--- config.mk ---
export PLATFORM = sky130hd
export DESIGN_NAME = branch_predictor_gshare
export DESIGN_NICKNAME = d
export VERILOG_FILES = /design/src/rtl/branch_predictor_gshare.sv
export SDC_FILE = /design/constraint.sdc
export NUM_CORES = 1
export LEC_CHECK = 0
export CAP_MARGIN = 10
export CORE_MARGIN = 2
export CORE_UTILIZATION = 65
export CTS_CLUSTER_SIZE = 20
export DETAILED_ROUTE_END_ITERATION = 7
export DONT_BUFFER_PORTS = 1
export PLACE_DENSITY = 0.92
export SLEW_MARGIN = 20
export SYNTH_ARGS = -nofsm -noshare
export SYNTH_HDL_FRONTEND = slang
export SYNTH_SLANG_ARGS = --single-unit
--- constraint.sdc ---
create_clock -name CLK -period 4.85 [get_ports CLK]
set_clock_uncertainty 0.1 [all_clocks]
set_input_delay 0.485 -clock CLK [delete_from_list [all_inputs] [get_ports CLK]]
set_output_delay 0.485 -clock CLK [all_outputs]
set_load 0.005 [all_outputs]
--- src/rtl/branch_predictor_gshare.sv ---
// branch_predictor_gshare: tagged direct-mapped BTB plus bimodal/gshare PHT direction predictor
//   CLK, RST (async, active-high)           clock and reset
//   mode_gshare                             0 = PHT indexed by PC, 1 = PC xor global history
//   IF_PC -> pred_taken, pred_target        combinational fetch lookup
//   flush_all                               invalidate all BTB entries, drops a coincident update
//   upd_*                                   resolved branch training from EX
//   perf_updates, perf_mispred              saturating event counters
module branch_predictor_gshare #(
  parameter int PC_W     = 12,
  parameter int IDX_W    = 4,
  parameter int CNT_W    = 2,
  parameter int GHR_W    = 4,
  parameter int INIT_CNT = 1,
  parameter int PERF_W   = 16
) (
  input  logic              CLK,
  input  logic              RST,
  input  logic              mode_gshare,
  input  logic [PC_W-1:0]   IF_PC,
  output logic              pred_taken,
  output logic [PC_W-1:0]   pred_target,
  input  logic              flush_all,
  input  logic              upd_valid,
  input  logic [PC_W-1:0]   upd_pc,
  input  logic              upd_taken,
  input  logic [PC_W-1:0]   upd_target,
  input  logic              upd_mispredict,
  output logic [PERF_W-1:0] perf_updates,
  output logic [PERF_W-1:0] perf_mispred
);
  localparam int N     = 2 ** IDX_W;
  localparam int TAG_W = PC_W - IDX_W;
  logic [N-1:0]       valid;
  logic [TAG_W-1:0]   tag_tbl [N];
  logic [PC_W-1:0]    tgt_tbl [N];
  logic [CNT_W-1:0]   pht [N];
  logic [GHR_W-1:0]   ghr;
  logic [IDX_W-1:0]   if_idx, if_pht_idx, up_idx, up_pht_idx, hist;
  logic [CNT_W-1:0]   cnt;
  logic               hit, do_upd;
  assign hist        = mode_gshare ? IDX_W'(ghr) : '0;
  assign if_idx      = IF_PC[IDX_W-1:0];
  assign up_idx      = upd_pc[IDX_W-1:0];
  assign if_pht_idx  = if_idx ^ hist;
  assign up_pht_idx  = up_idx ^ hist;
  assign hit         = valid[if_idx] && (tag_tbl[if_idx] == IF_PC[PC_W-1:IDX_W]);
  assign pred_taken  = hit && pht[if_pht_idx][CNT_W-1];
  assign pred_target = pred_taken ? tgt_tbl[if_idx] : '0;
  assign do_upd      = upd_valid && !flush_all;
  assign cnt         = pht[up_pht_idx];
  always_ff @(posedge CLK or posedge RST) begin
    if (RST) begin
      valid        <= '0;
      ghr          <= '0;
      perf_updates <= '0;
      perf_mispred <= '0;
      for (int i = 0; i < N; i++) pht[i] <= CNT_W'(INIT_CNT);
    end else if (flush_all) begin
      valid <= '0;
    end else if (upd_valid) begin
      pht[up_pht_idx] <= upd_taken ? (&cnt ? cnt : cnt + CNT_W'(1))
                                   : (|cnt ? cnt - CNT_W'(1) : cnt);
      if (upd_taken) valid[up_idx] <= 1'b1;
      // truncating {ghr, taken} keeps the newest GHR_W bits, valid for any GHR_W >= 1
      ghr <= GHR_W'({ghr, upd_taken});
      if (!(&perf_updates)) perf_updates <= perf_updates + PERF_W'(1);
      if (upd_mispredict && !(&perf_mispred)) perf_mispred <= perf_mispred + PERF_W'(1);
    end
  end
  // tag/target storage needs no reset: entries are only read behind a valid bit
  always_ff @(posedge CLK) begin
    if (do_upd && upd_taken) begin
      tag_tbl[up_idx] <= upd_pc[PC_W-1:IDX_W];
      tgt_tbl[up_idx] <= upd_target;
    end
  end
endmodule

==> results of run 1 <==
==> layout make-up <==
| type | count | area share |
|---|---|---|
| antenna | 1 | 0.000131 |
| clock buffer | 52 | 0.0579 |
| clock inverter | 22 | 0.00974 |
| inverter | 7 | 0.00144 |
| multi-input combinational | 543 | 0.276 |
| sequential | 404 | 0.613 |
| tap | 335 | 0.0219 |
| timing repair buffer | 44 | 0.0203 |
==> state kept, by name (all words and copies together) (netlist names) <==
| signal | count |
|---|---|
| tgt_tbl | 192 |
| tag_tbl | 128 |
| pht | 32 |
| perf_mispred | 16 |
| perf_updates | 16 |
| valid | 16 |
| ghr | 4 |
==> power groups by stage <==
stage	clock network [mW]	registers, mW	logic (mW)
after detailed placement	0	4.15	0.613
after floorplan	0	4.10	0.559
after CTS	3.08	4.08	0.674
after global routing	3.22	4.11	0.733
after global placement	0	4.14	0.579
final	3.05	4.09	0.685
==> per-stage QoR <==
step	utilization	std cells	area [um2]	total power, mW
global placement	0.676	1310	17600	4.72
global route	0.734	1408	19100	8.06
floorplan	-	1004	17200	4.65
detailed placement	0.676	1310	17600	4.77
finish	0.734	1408	19100	7.83
CTS	0.734	1407	19100	7.84
==> what timing repair did <==
item	4_1_cts	5_1_grt
hold endpoints to repair	370	0
setup buffers	0	0
hold buffers	23	0
==> per-layer routing <==
layer  up-vias  track usage  share of wire
li1       4117            -              -
met1      5164        0.403           0.35
met2       711        0.498           0.50
met3       158       0.0604           0.10
met4         0        0.126          0.044
met5         -            0              0
==> worst reg2reg max path, stage by stage, from the launching register on <==
cell     delay (ns)
dfrtp_1        0.53
nand2_1        0.11
xnor2_1        0.81
mux4_2         0.44
mux2_2         0.29
maj3_2         0.38
mux2_2         0.31
==> path summary, 6_finish.rpt <==
check,start,slack [ns],endpoint,cells past startpoint
min in group asynchronous,RST,0.40,perf_updates[6]$_DFFE_PP0P_,2
max reg2reg,ghr[3]$_DFFE_PP0P_,1.76,pht[11]$_DFFE_PP0P_,6
max in group asynchronous,RST,3.25,pht[0]$_DFFE_PP1P_,3
max,tag_tbl[8][2]$_DFFE_PP_,0.59,pred_target[2],6
min,flush_all,0.02,valid[2]$_DFFE_PP0P_,1
min reg2reg,valid[6]$_DFFE_PP0P_,0.39,valid[6]$_DFFE_PP0P_,2
==> cells in the final DEF, fill, tap and decap left out, types with 8 or more instances in the layout <==
cell type | netlist | final
nand2_1 | 37 | 37
and3_1 | 11 | 11
nand3_1 | 26 | 26
nand3b_1 | 10 | 10
xnor2_1 | 22 | 22
o21ba_2 | 8 | 8
nand4_1 | 11 | 11
clkinv_1 | 1 | 12
xor2_1 | 18 | 18
and4_1 | 8 | 8
dfstp_2 | 16 | 16
nor4_1 | 19 | 18
dfrtp_1 | 68 | 68
edfxtp_1 | 320 | 320
clkbuf_1 | 17 | 8
clkbuf_16 | 0 | 42
buf_4 | 10 | 21
mux2_2 | 38 | 38
nor2_1 | 62 | 50
o211ai_1 | 13 | 13
mux4_2 | 87 | 87
nor2_2 | 0 | 12
a22oi_1 | 21 | 21
dlygate4sd3_1 | 0 | 23
mux2i_1 | 40 | 40
nor3_1 | 20 | 16
==> kinds of logic after synthesis <==
family | count (synthesis) | synth area share
DFF | 404 | 0.680
and+or+nand+nor | 226 | 0.0667
muxes | 165 | 0.162
AOI/OAI and AO/OA | 105 | 0.0488
buffers and inverters | 57 | 0.0173
xor gates and xnor gates | 41 | 0.0213
adders and majority gates | 6 | 0.00406
==> synthesized netlist by cell type, types with 5 or more instances <==
| cell | instances | share of area |
|---|---|---|
| a22oi_1 | 21 | 0.0091 |
| mux4_2 | 87 | 0.11 |
| a21oi_1 | 5 | 0.0015 |
| mux2i_1 | 40 | 0.023 |
| and2_1 | 5 | 0.0018 |
| xnor2_1 | 22 | 0.011 |
| a21boi_0 | 6 | 0.0026 |
| buf_2 | 16 | 0.0046 |
| clkbuf_1 | 17 | 0.0037 |
| xor2_1 | 18 | 0.0091 |
| dfrtp_1 | 68 | 0.099 |
| nand3b_1 | 10 | 0.0044 |
| inv_1 | 6 | 0.0013 |
| nand3_1 | 26 | 0.0075 |
| nor3_1 | 20 | 0.0058 |
| o21ba_2 | 8 | 0.0046 |
| nand2_1 | 37 | 0.0081 |
| and3_1 | 11 | 0.0040 |
| nor4_1 | 19 | 0.0069 |
| o211ai_1 | 13 | 0.0057 |
| o32ai_1 | 5 | 0.0025 |
| nand4_1 | 11 | 0.0040 |
| nor2_1 | 62 | 0.013 |
| edfxtp_1 | 320 | 0.56 |
| dfstp_2 | 16 | 0.024 |
| buf_4 | 10 | 0.0044 |
| and4_1 | 8 | 0.0041 |
| nor2b_1 | 7 | 0.0025 |
| nand2b_1 | 7 | 0.0025 |
| mux2_2 | 38 | 0.025 |
==> metrics.txt, run 1 <==
Avg Cell Area, Syn ~17 um2; final max-slew violation count 0; drt wl/cell 29.7 um; Residual DRC 0; Final min period approximately 4.3 ns; H-tree depth 2; crit path DAT between 3 and 4 ns; pwr/cell area a little over 400 nW/um2; period utilisation layout 0.878; fraction of layout cells with a size suffix above 1 0.237; slowest stage delay, CP slightly above 0.8 ns; DP Worst Slack approximately 1.2 ns; RSZ-0062 raised after global routing false; via count between 10000 and 15000; largest net degree at the start of global routing 122; synth warn 0; status finished, final reports clean; grt total ovfl 0; slew of the pin with the lowest slew margin 1.03 ns; Post-Syn Area roughly 17000 um2; core area 26100 um2; dpl hpwl 22.5 mm; vias in the first global route just over 10000; Hold Crit Class input port to flop; Cell variety after synth 57; global-route wire length before repair 63.1 mm; Final ANT Viol Nets 0; worst path bufs/invs 0; Final Hold Vio Count 0; nets around 1100; crit start category flop; DRT Wirelength 41.8 mm; Critical Path End Type output pin; Slew headroom 0.312; Resized Gates After CTS 0; clk sinks around 400; Die H ~170 um; Final setup viols 0; # IOs 88; Worst path top cell family by delay simple AND/OR/NAND/NOR gates; part of the power in combinational logic 0.087; register area share after synthesis 0.680; Crit path required time between 4 and 5 ns; Leak Pwr approximately 6.6 nW; Total Die Area around 28000 um2; root buf cell clkbuf_16; Final GP Congestion between 0.9 and 1; port bufs 0; P_sw 1.78 mW; Worst Path Max Fanout 10; Mapped Nets 1049; clock power share 0.390; worst hold slack ~0.022 ns; final setup TNS 0 ns; Die Width roughly 170 um; Int Pwr just over 6 mW; sequential power share 0.522; Clk Latency, worst-skew pair 0.53 ns; row cnt 59; Worst path slowest cell a2111oi_0; Fmax 0.235 GHz; Bufs on Longest Clock Path 3; Worst IR Drop VDD around 0.34 mV; Synth Register Bits slightly above 400; TritonCTS Buffers 40; total track usage 0.303; Initial Util 0.662; FILL cells around 1400; critical path's most frequent cell nor4_1; Reg clk slew, reported paths 0.06 ns; initial antenna violation count 1; CTS tree yes; Setup CP Type flop to output pin; PnR worst setup slack 0.590 ns; Post-synth EDFFs 320; switch share 0.227; ys flop type edfxtp_1; footprint of the multi-input gates 5270 um2; cells after synthesis approximately 1000; crit-path cells nor2b_1, a2111oi_0, nor4_1, a2111oi_2, nor2_1, nor4_1; Area Growth Syn to Fin 11.0%; First DRT Iteration DRCs about 1300; FF+latch area between 10000 and 15000 um2; TritonRoute pass-1 iters 6; Synth async-reset ratio 0.208; max-cap viol count 0; vias per cell 7.21
Note: power is estimated with default switching activity, not from simulation.
==> run 2: changes to the inputs <==
--- a/config.mk
+++ b/config.mk
@@ -6,12 +6,14 @@
 export NUM_CORES = 1
 export LEC_CHECK = 0
 export CAP_MARGIN = 10
+export CELL_PAD_IN_SITES_DETAIL_PLACEMENT = 0
+export CELL_PAD_IN_SITES_GLOBAL_PLACEMENT = 1
 export CORE_MARGIN = 2
-export CORE_UTILIZATION = 65
+export CORE_UTILIZATION = 59
 export CTS_CLUSTER_SIZE = 20
 export DETAILED_ROUTE_END_ITERATION = 7
 export DONT_BUFFER_PORTS = 1
-export PLACE_DENSITY = 0.92
+export PLACE_DENSITY = 0.95
 export SLEW_MARGIN = 20
 export SYNTH_ARGS = -nofsm -noshare
 export SYNTH_HDL_FRONTEND = slang
==> metrics.txt, run 2 (synthesized netlist as in run 1, its figures left out) <==
status finished, final reports clean; Final Hold Vio Count 0 (unchanged); DRT Wirelength 39.2 mm (-6.0%); Final min period 3.86 ns (-0.396 ns); RSZ-0062 raised after global routing false; crit path capture pred_target[8]; Hold Crit Class input port to flop; Clk Latency, worst-skew pair 0.53 ns (about the same); part of the power in combinational logic 0.085 (-0.002); Final GP Congestion 0.825 (-11%); commonest cells after routing, fill and taps aside edfxtp_1 (320), mux4_2 (87), dfrtp_1 (68), nor2_1 (50), clkbuf_16 (41); dpl hpwl 22.1 mm (-2.2%); clock power share 0.395 (+0.005); port bufs 0 (unchanged); total track usage 0.261 (-0.0423); grt total ovfl 0 (unchanged); First DRT Iteration DRCs 1268 (-4.4%); CTS tree yes; FILL cells 1785 (+28%); Leak Pwr 6.56 nW (about the same); Setup crit start tag_tbl[8][2]$_DFFE_PP_; Critical Path End Type output pin; H-tree depth 2 (unchanged); crit path DAT 3.28 ns (-0.39 ns); Bufs on Longest Clock Path 3 (unchanged); switch share 0.220 (-0.00722); commonest non-fill, non-tap cell in the layout edfxtp_1; CTS hold repair buffers 22 (-4.3%); Reg clk slew, reported paths 0.06 ns (about the same); crit start category flop; final setup TNS 0 ns (unchanged); P_sw 1.73 mW (-2.9%); Int Pwr 6.12 mW (+1.2%); drt wl/cell 27.0 um (-9.1%); Setup CP Type flop to output pin; PnR worst setup slack 0.986 ns (+0.396 ns); vias per cell 6.75 (-6.4%); FF+latch area 11700 um2 (unchanged); max-cap viol count 0 (unchanged); Area Growth Syn to Fin 11.4%; row cnt 62 (+5.1%); register bank with the most flops tgt_tbl; TritonCTS Buffers 40 (unchanged); pwr/cell area 409 nW/um2 (-0.11%); footprint of the multi-input gates 5270 um2 (unchanged); Area after DPL 17700 um2 (+0.31%); Resized Gates After CTS 0 (unchanged); TritonRoute pass-1 iters 6 (unchanged); period utilisation layout 0.797 (-0.0816); R2R Path End pht[7]$_DFFE_PP0P_; vias in the first global route 9920 (-2.7%); clk sinks 404 (unchanged); Initial Util 0.599 (-0.0626); Crit path required time 4.26 ns (about the same); initial antenna violation count 3 (+2); Worst Path Max Fanout 10 (unchanged); Fmax 0.259 GHz (+10%); DP Worst Slack 1.29 ns (+0.0906 ns); Die Width 175 um (+4.8%); nets 1083 (-0.18%); Residual DRC 0 (unchanged); Final ANT Viol Nets 0 (unchanged); final max-slew violation count 0 (unchanged); sequential power share 0.520 (-0.002); worst r2r src ghr[3]$_DFFE_PP0P_; max reg flops 192 (unchanged); setup slack, reg-to-reg 1.80 ns (+0.04 ns); Largest regs tgt_tbl x192, tag_tbl x128, pht x32; Die H 175 um (+4.8%); largest net degree at the start of global routing 122 (unchanged); Worst IR Drop VDD 0.388 mV (+13%); Post-CTS Setup Repair Bufs 0 (unchanged); Total Die Area 30600 um2 (+9.9%); fraction of layout cells with a size suffix above 1 0.235 (-0.00192); # IOs 88 (unchanged); slew of the pin with the lowest slew margin 1.03 ns (+0.0000552 ns); worst r2r path cells 6 (unchanged); fin area 19200 um2 (+0.36%); core area 28800 um2 (+10%); Final setup viols 0 (unchanged); Slew headroom 0.312 (about the same); global-route wire length before repair 59.7 mm (-5.4%); root buf cell clkbuf_16; via count 9817 (-3.3%)
run 2: worst min-delay path by stage:
stage                     startpoint                     endpoint  slack (ns)  depth (start not counted)
3_5_place_dp                     RST  perf_updates[9]$_DFFE_PP0P_        0.29                          1
3_3_place_gp                     RST  perf_updates[9]$_DFFE_PP0P_        0.28                          1
4_1_cts                    upd_taken           ghr[0]$_DFFE_PP0P_       0.006                          2
5_1_grt                    flush_all         valid[1]$_DFFE_PP0P_       0.007                          1
6_report                   upd_taken           ghr[0]$_DFFE_PP0P_        0.01                          2
2_1_floorplan  valid[13]$_DFFE_PP0P_        valid[13]$_DFFE_PP0P_        0.36                          2
run 2: layout make-up:
cell class	count	share of cell area
Sequential cell	404	0.611
Multi-Input combinational cell	543	0.275
Clock buffer	51	0.0564
Tap cell	384	0.0250
Timing Repair Buffer	42	0.0193
Clock inverter	21	0.0121
Inverter	7	0.00143
Antenna cell	3	0.000391
run 2: critical path, cell delays in order, from the launching register on:
cell       delay, ns
edfxtp_1        0.35
nor2b_1         0.14
a2111oi_0       0.64
nor4_1          0.16
a2111oi_2       0.64
nor2_1          0.34
nor4_1          0.48
run 2: metrics by stage:
step           utilization  hold WS [ns]  instances  power (mW)
2_1_floorplan            -         0.361       1004        4.65
3_3_place_gp         0.614         0.283       1358        4.73
3_5_place_dp         0.614         0.287       1358        4.76
4_1_cts              0.667       0.00587       1452        7.89
5_1_grt              0.667       0.00667       1454        8.09
6_report             0.667        0.0119       1455        7.85
run 2: power by group through the flow:
| stage | clock network [mW] | logic (mW) | registers, mW |
|---|---|---|---|
| after detailed placement | 0 | 0.607 | 4.15 |
| after global routing | 3.27 | 0.727 | 4.10 |
| after CTS | 3.15 | 0.663 | 4.08 |
| after global placement | 0 | 0.590 | 4.14 |
| final | 3.10 | 0.666 | 4.08 |
| after floorplan | 0 | 0.559 | 4.10 |
run 2: layer usage:
metal / up-vias / wire (um) / GRT usage
li1: 4117 / - / -
met1: 4955 / 14800 / 0.359
met2: 624 / 19200 / 0.421
met3: 121 / 3900 / 0.0537
met4: 0 / 1310 / 0.0889
met5: - / 0 / 0
==> run 3: changes to the inputs <==
--- a/config.mk
+++ b/config.mk
@@ -9,11 +9,11 @@
 export CELL_PAD_IN_SITES_DETAIL_PLACEMENT = 0
 export CELL_PAD_IN_SITES_GLOBAL_PLACEMENT = 1
 export CORE_MARGIN = 2
-export CORE_UTILIZATION = 59
+export CORE_UTILIZATION = 55
 export CTS_CLUSTER_SIZE = 20
 export DETAILED_ROUTE_END_ITERATION = 7
 export DONT_BUFFER_PORTS = 1
-export PLACE_DENSITY = 0.95
+export PLACE_DENSITY = 0.91
 export SLEW_MARGIN = 20
 export SYNTH_ARGS = -nofsm -noshare
 export SYNTH_HDL_FRONTEND = slang
==> constraint.sdc (replaced) <==
create_clock -name CLK -period 3.9 [get_ports CLK]
set_clock_uncertainty 0.1 [all_clocks]
set_input_delay 0.39 -clock CLK [delete_from_list [all_inputs] [get_ports CLK]]
set_output_delay 0.39 -clock CLK [all_outputs]
set_load 0.005 [all_outputs]
==> metrics.txt, run 3 (synthesized netlist as in run 1, its figures left out) <==
Residual DRC 0 (unchanged); setup slack, reg-to-reg 1.00 ns (-0.80 ns); global-route wire length before repair 59.0 mm (-1.1%); P_sw 2.20 mW (+27%); core area 30700 um2 (+6.8%); nets 1088 (+0.46%); worst path bufs/invs 0 (unchanged); placed insts 1372 (+1.0%); Worst IR Drop VDD 0.358 mV (-7.8%); First DRT Iteration DRCs 1017 (-20%); crit-path cells nor2b_1, a22oi_1, a21o_1, a2111oi_2, nor2_1, nor4_1; Bufs on Longest Clock Path 3 (unchanged); crit path capture pred_target[3]; Initial Util 0.561 (-0.0384); row cnt 64 (+3.2%); slowest stage delay, CP 0.72 ns (+0.08 ns); dpl hpwl 22.2 mm (+0.51%); TritonRoute pass-1 iters 5 (-1); worst r2r path cells 7 (+1); Critical Path End Type output pin; Worst Path Max Fanout 92 (+82); grt total ovfl 0 (unchanged); Int Pwr 7.58 mW (+24%); critical path depth 6 (unchanged); RSZ-0062 raised after global routing false; final max-slew violation count 0 (unchanged); Worst path slowest cell a2111oi_2; drt wl/cell 26.3 um (-2.6%); register bank with the most flops tgt_tbl; Crit path required time 3.41 ns (-0.85 ns); crit start category input port; via count 9622 (-2.0%); PnR worst setup slack 0.169 ns (-0.817 ns); final setup TNS 0 ns (unchanged); crit path DAT 3.24 ns (-0.04 ns); H-tree depth 2 (unchanged); commonest non-fill, non-tap cell in the layout edfxtp_1; Largest regs tgt_tbl x192, tag_tbl x128, pht x32; Final GP Congestion 0.817 (-0.99%); Reg clk slew, reported paths 0.06 ns (about the same); part of the power in combinational logic 0.086 (about the same); Finished Layout Cells 1471 (+1.1%); Total Die Area 32800 um2 (+7.1%); worst hold start upd_mispredict; commonest cells after routing, fill and taps aside edfxtp_1 (320), mux4_2 (87), dfrtp_1 (68), nor2_1 (50), clkbuf_16 (41); clk sinks 404 (unchanged); Post-CTS Setup Repair Bufs 0 (unchanged); max-cap viol count 0 (unchanged); Final ANT Viol Nets 0 (unchanged); total track usage 0.239 (-0.0216); Leak Pwr 6.59 nW (+0.46%); largest net degree at the start of global routing 122 (unchanged); vias in the first global route 9697 (-2.2%); period utilisation layout 0.957; Worst path top cell family by delay simple AND/OR/NAND/NOR gates; Clk Latency, worst-skew pair 0.54 ns (about the same); root buf cell clkbuf_16; status finished, final reports clean; clock power share 0.395 (about the same); switch share 0.225 (+0.00462); slew of the pin with the lowest slew margin 0.877 ns (-0.148 ns); Fmax between 0.2 and 0.3 GHz; Total Power 9.78 mW (+25%); # IOs 88 (unchanged); initial antenna violation count 3 (unchanged); Die Width 181 um (+3.5%); fraction of layout cells with a size suffix above 1 0.242 (+0.00707); max reg flops 192 (unchanged); Hold Crit Class input port to flop; TritonCTS Buffers 40 (unchanged); CTS tree yes; port bufs 0 (unchanged); Final min period 3.73 ns; Slew headroom 0.414 (+0.103); Final setup viols 0 (unchanged); Setup CP Type input port to output pin; Die H 181 um (+3.5%); vias per cell 6.54 (-3.1%); DP Worst Slack 0.466 ns (-0.820 ns); Final Hold Vio Count 0 (unchanged); R2R Path End pht[21]$_DFFE_PP0P_; Area Growth Syn to Fin 11.7%; worst hold slack 0.113 ns (+0.101 ns); Setup crit start IF_PC[1]; DRT Wirelength 38.6 mm (-1.6%); worst r2r src ghr[0]$_DFFE_PP0P_; sequential power share 0.519 (about the same); pwr/cell area 507 nW/um2 (+24%)
[run 3: worst register-to-register path, cell delays in order, from the launching register on]
cell	delay, ns
dfrtp_1	0.62
nand2_1	0.12
xor2_1	0.17
buf_4	0.27
mux4_2	0.53
mux2_2	0.30
maj3_2	0.38
mux2_2	0.29
[run 3: layout make-up]
type / instances / area (um2)
repair buffers: 47 / 415
well taps: 396 / 495
clock inverters: 23 / 235
diodes: 1 / 2.50
flip-flops and latches: 404 / 11700
inverters: 7 / 28.8
multi-input cells: 543 / 5270
fillers: 2127 / 11500
clock buffers: 50 / 1090
[run 3: worst min-delay path by stage]
stage / end / cells past startpoint
global route: perf_mispred[5]$_DFFE_PP0P_ / 4
floorplan: valid[13]$_DFFE_PP0P_ / 2
finish: perf_mispred[5]$_DFFE_PP0P_ / 4
CTS: perf_mispred[5]$_DFFE_PP0P_ / 4
global placement: valid[13]$_DFFE_PP0P_ / 1
detailed placement: valid[9]$_DFFE_PP0P_ / 1
[run 3: timing repair]
action | CTS | global route
hold endpoints to repair | 393 | 0
hold buffers | 25 | 0
gates resized for setup | 0 | 0
[run 3: metal layers]
metal,GRT usage,share of wire,up-vias
met2,0.394,0.50,444
met1,0.322,0.40,4972
met4,0.0849,0.030,2
met3,0.0458,0.071,74
met5,0,0.00034,-
li1,-,-,4130
[run 3: through the flow]
step | utilization | instance area [um2]
after floorplan | - | 17200
after CTS | 0.627 | 19300
after global routing | 0.627 | 19300
after detailed placement | 0.575 | 17700
after global placement | 0.575 | 17700
final | 0.627 | 19300
[run 3: power by group through the flow]
stage	clock [mW]	sequential (mW)	combinational (mW)
finish	3.86	5.07	0.843
detailed placement	0	5.17	0.769
CTS	3.91	5.08	0.840
floorplan	0	5.09	0.696
global placement	0	5.15	0.743
global route	4.05	5.11	0.910
